**src/rtl/chk_pkg.sv**
```systemverilog
// chk_pkg: shared FSM states, lane encoding and expectation entry layout for the sequence checker.
package chk_pkg;
  localparam int WIDTH_D = 8;
  localparam int CYC_W_D = 16;
  localparam logic [1:0] LANE_A = 2'd0;
  localparam logic [1:0] LANE_B = 2'd1;
  localparam logic [1:0] LANE_C = 2'd2;
  localparam logic [1:0] LANE_D = 2'd3;
  typedef enum logic [1:0] {IDLE, RUN, DONE} state_t;
  typedef struct packed {
    logic [CYC_W_D-1:0] cycle;
    logic [1:0]         lane;
    logic [WIDTH_D-1:0] value;
  } exp_entry_t;
endpackage

```
**src/rtl/expect_table.sv**
```systemverilog
// expect_table: expectation register file, one synchronous write port and one asynchronous read port.
module expect_table
  import chk_pkg::*;
#(
  parameter int DEPTH = 16,
  localparam int AW = $clog2(DEPTH)
) (
  input  logic          clk,
  input  logic          we,
  input  logic [AW-1:0] waddr,
  input  exp_entry_t    wdata,
  input  logic [AW-1:0] raddr,
  output exp_entry_t    rdata
);
  exp_entry_t mem [DEPTH];
  always_ff @(posedge clk)
    if (we) mem[waddr] <= wdata;
  assign rdata = mem[raddr];
endmodule

```
**config.mk**
```make
export PLATFORM = sky130hd
export DESIGN_NAME = expect_table
export DESIGN_NICKNAME = d
export VERILOG_FILES = /design/src/rtl/chk_pkg.sv /design/src/rtl/expect_table.sv
export SDC_FILE = /design/constraint.sdc
export NUM_CORES = 1
export LEC_CHECK = 0
export CORE_MARGIN = 1
export CORE_UTILIZATION = 40
export DETAILED_ROUTE_END_ITERATION = 10
export GPL_ROUTABILITY_DRIVEN = 0
export PLACE_DENSITY_LB_ADDON = 0.25
export SETUP_SLACK_MARGIN = 0.1
export SYNTH_ARGS = -nofsm -noshare
export SYNTH_HDL_FRONTEND = slang
export SYNTH_SLANG_ARGS = --single-unit
```
**constraint.sdc**
```tcl
create_clock -name clk -period 4.2 [get_ports clk]
set_input_delay 0.63 -clock clk [delete_from_list [all_inputs] [get_ports clk]]
set_output_delay 0.63 -clock clk [all_outputs]
set_load 0.005 [all_outputs]
```
**Word level (Yosys, flattened, before mapping)**

Memory sizes are Yosys's and may differ from the RTL's.
Cells that the tools add are included.
W data, S select, Z words.

- Bits in registers: 0
- Bits in writable memories: 416
- Input bits: 36
- Word-level logic and storage cells: 3
- Memories: 1

- Multiplexer cells: 2

Memories:

| memory | words | bits a word | rd ports | clocked after memory_dff | wr ports | RTL line | source |
|---|---|---|---|---|---|---|---|
| mem | 16 | 26 | 1 | 0 | 1 | expect_table.sv:15 | `exp_entry_t mem [DEPTH];` |

Operator list:

| kind | count |
|---|---|
| $mux W1 | 2 |

**Depth between registers and ports, before layout**

- Depth after elaboration: 2
- Gate-level depth with buffers: 6

**Worst setup path before layout**

OpenSTA, ideal clock, no wires.

- Path kind: input -> register
- From: in waddr[2]
- To: mem mem[0][0] in the netlist's numbering (enable)
- Data arrival time: 2946 ps
- Required time: 3758 ps
- Path slack: 812 ps
- Stages: 2
- Buffers on the path: 0
- Path through: or3b_2 -> nor3_1

RTL lines:

| item | RTL line | source |
|---|---|---|
| from (decl) | expect_table.sv:10 | `input logic [AW-1:0] waddr,` |
| to (decl) | expect_table.sv:15 |  |

No word-level cell before the write port.

==> results.md <==
* CTS buffer count at 42
* Top flop regs: mem (416)
* Post-synthesis cell area at 15860 sq um
* Lkg Pwr at 5.962 nW
* Initial Utilization at 40.74%
* Int Pwr at 0.007308 W
* Asr flop ratio synth at 0%
* CTS sink cnt at 416
* Max reg flops at 416
* Tmin final at 3.641 ns
* CTS H-Tree Depth at 2
* Worst hold slack at 0.9947 ns
* Hold Path Depth at 1
* Cell chain of the critical path: clkdlybuf4s50_1 -> nor2b_2 -> buf_4 -> a22oi_1 -> nand2_1 -> clkdlybuf4s50_1
* Sequential share of power at 51.5%
* Vias in the first global route at 7686
* P per Cell Area at 484.8 nW/um^2
* Die X at 201.1 um
* Status: finished clean
* Root Buffer: clkbuf_16
* WP data required at 3.57 ns
* Routed len/inst at 25.99 um
* Synth warn at 0
* Via density at 5.537
* Grt met1 use at 24.76%
* Ant. Diodes at 0
* Most used flip-flop cell after synthesis: edfxtp_1
* DR pass1 iterations at 4
* Crit Path Max Fanout at 12
* Die Height at 201.1 um
* Commonest non-fill, non-tap cell in the layout: edfxtp_1
* Area growth, synth to finish at 18.03%
* GRT overflow at 0
* Worst-margin pin slew at 0.8977 ns
* HP Class: input pin to register
* GRT Util Overall at 17.23%
* # rows at 72
* # nets final at 796
* Critical Path Stages at 6
* Clk pwr share at 43.2%
* Via count at 7259
* Cell accounting for the most synthesized area: edfxtp_1
* Mean post-synth cell area at 24.02 sq um
* #FFs+latches synth at 416
* CORE AREA at 38920 sq um
* Initial antenna violation count at 0
* CP max stage delay at 0.72 ns
* Worst path slowest cell: nor2b_2
* Setup Viol. Count Final at 0
* Layout cells sized above 1 at 23.20%
* Maximum clock insertion buffer count at 3
* Final HPWL DP at 17.98 mm
* Max IR drop VDD at 0.2643 mV
* Crit end category: output pin
* Synth area leaders: edfxtp_1 (79%), mux4_2 (9.7%), mux4_1 (6.0%)
* Post-synth EDFFs at 416
* Post-CTS Resized at 0
* Crit path top cell by count: clkdlybuf4s50_1
* Ports at 62
* Drc violations at 0
* Yosys top cell area share at 78.78%
* Switching Fraction at 19.45%
* Die Area at 40440 sq um
* Final hold vios at 0
* Starting DRT DRC Count at 696
* Setup Fix Bufs, Post-CTS at 0
* Logic pwr share at 5.3%
* Hold Buf Count CTS at 0
* Netlist cell types at 18
* Grt peak-use layer: met2
* Mapped Cells at 660
* TritonCTS clock tree: built
* RSZ-0062 raised after global routing: no
* Critical path class: input pin to output pin
* Global-route wire length before repair at 50.39 mm
* Final antenna-violating net count at 0
* Arrival @ worst endpoint at 3.01 ns
* Routed WL at 34.07 mm
* Sequential element share of the synthesized area at 78.78%
* Syn Nets at 696
* Max Freq at 0.2747 GHz
* Crit path buf inv count at 3
* Worst slew margin at 40.09%
* Crit start category: input pin
* Worst path top cell family by delay: buffers and inverters
* Switching Power at 0.001764 W
* Fin. max-slew vios at 0
* Largest net degree at the start of global routing at 44
* Most frequent cells in the layout: edfxtp_1 (416), mux4_2 (68), clkdlybuf4s50_1 (59), a22oi_1 (52), clkbuf_16 (45)
* Max Cap Viol at 0
* Reg with most FFs: mem
* Setup_tns at 0 ns
* Met3 Use GR at 2.705%
* Buffers on Ports at 61
* Met2 global-route usage at 27.51%
* Worst-path clk slew at 0.06 ns
* Tcrit/Tclk final at 86.69%
## layer usage
metal / part of all wire [%] / up-vias
met5: 0 / -
met4: 2.2 / 0
met3: 5.0 / 57
met2: 48 / 221
met1: 44 / 3905
li1: - / 3076
## Yosys cell counts (2+ instances only)
cell and count:
clkbuf_1 15, nor2b_1 2, nand2b_1 2, mux4_1 36, buf_12 7, mux4_2 68, nand3b_1 2, nor2_1 13
nor3_1 4, a22oi_1 52, edfxtp_1 416, nand2_1 27, buf_2 11
## final timing paths
check,from,end,slack (ns)
max,raddr[3],rdata[23],0.56
min,wdata[21],mem[4][21],0.99
## kinds of logic (layout without fill, tap and decap cells)
logic type | count (synthesis) | count (layout) | share of synthesized area (%)
compound gates | 52 | 52 | 2.462
flops | 416 | 416 | 78.78
buf+inv | 35 | 168 | 1.681
mux | 104 | 104 | 15.62
simple gates | 53 | 53 | 1.452
## power by group through the flow
stage	Clock [W]	Combinational, W	Sequential [W]
3_3_place_gp	0	0.000471	0.00475
4_1_cts	0.00400	0.000486	0.00467
6_report	0.00392	0.000477	0.00467
5_1_grt	0.00416	0.000514	0.00468
2_1_floorplan	0	0.000249	0.00475
3_5_place_dp	0	0.000484	0.00476
## through the flow
stage	cells	total power [W]	setup slack [ns]	cell area [sq um]	util (%)
2_1_floorplan	660	0.005003	0.8121	15860	-
3_3_place_gp	1234	0.005225	0.6326	17240	44.30
3_5_place_dp	1234	0.005246	0.6145	17240	44.30
4_1_cts	1311	0.009158	0.6075	18720	48.09
5_1_grt	1311	0.009354	0.4266	18720	48.09
6_report	1311	0.009073	0.5591	18720	48.09
## final cells by class
type	count	area [sq um]
clock inverters	29	337.8
repair buffers	91	884.6
well taps	518	648.1
multi-input cells	209	3216
clock buffers	48	1137
flip-flops and latches	416	12490
fillers	3123	20200
Note: power is estimated with default switching activity, not from simulation.
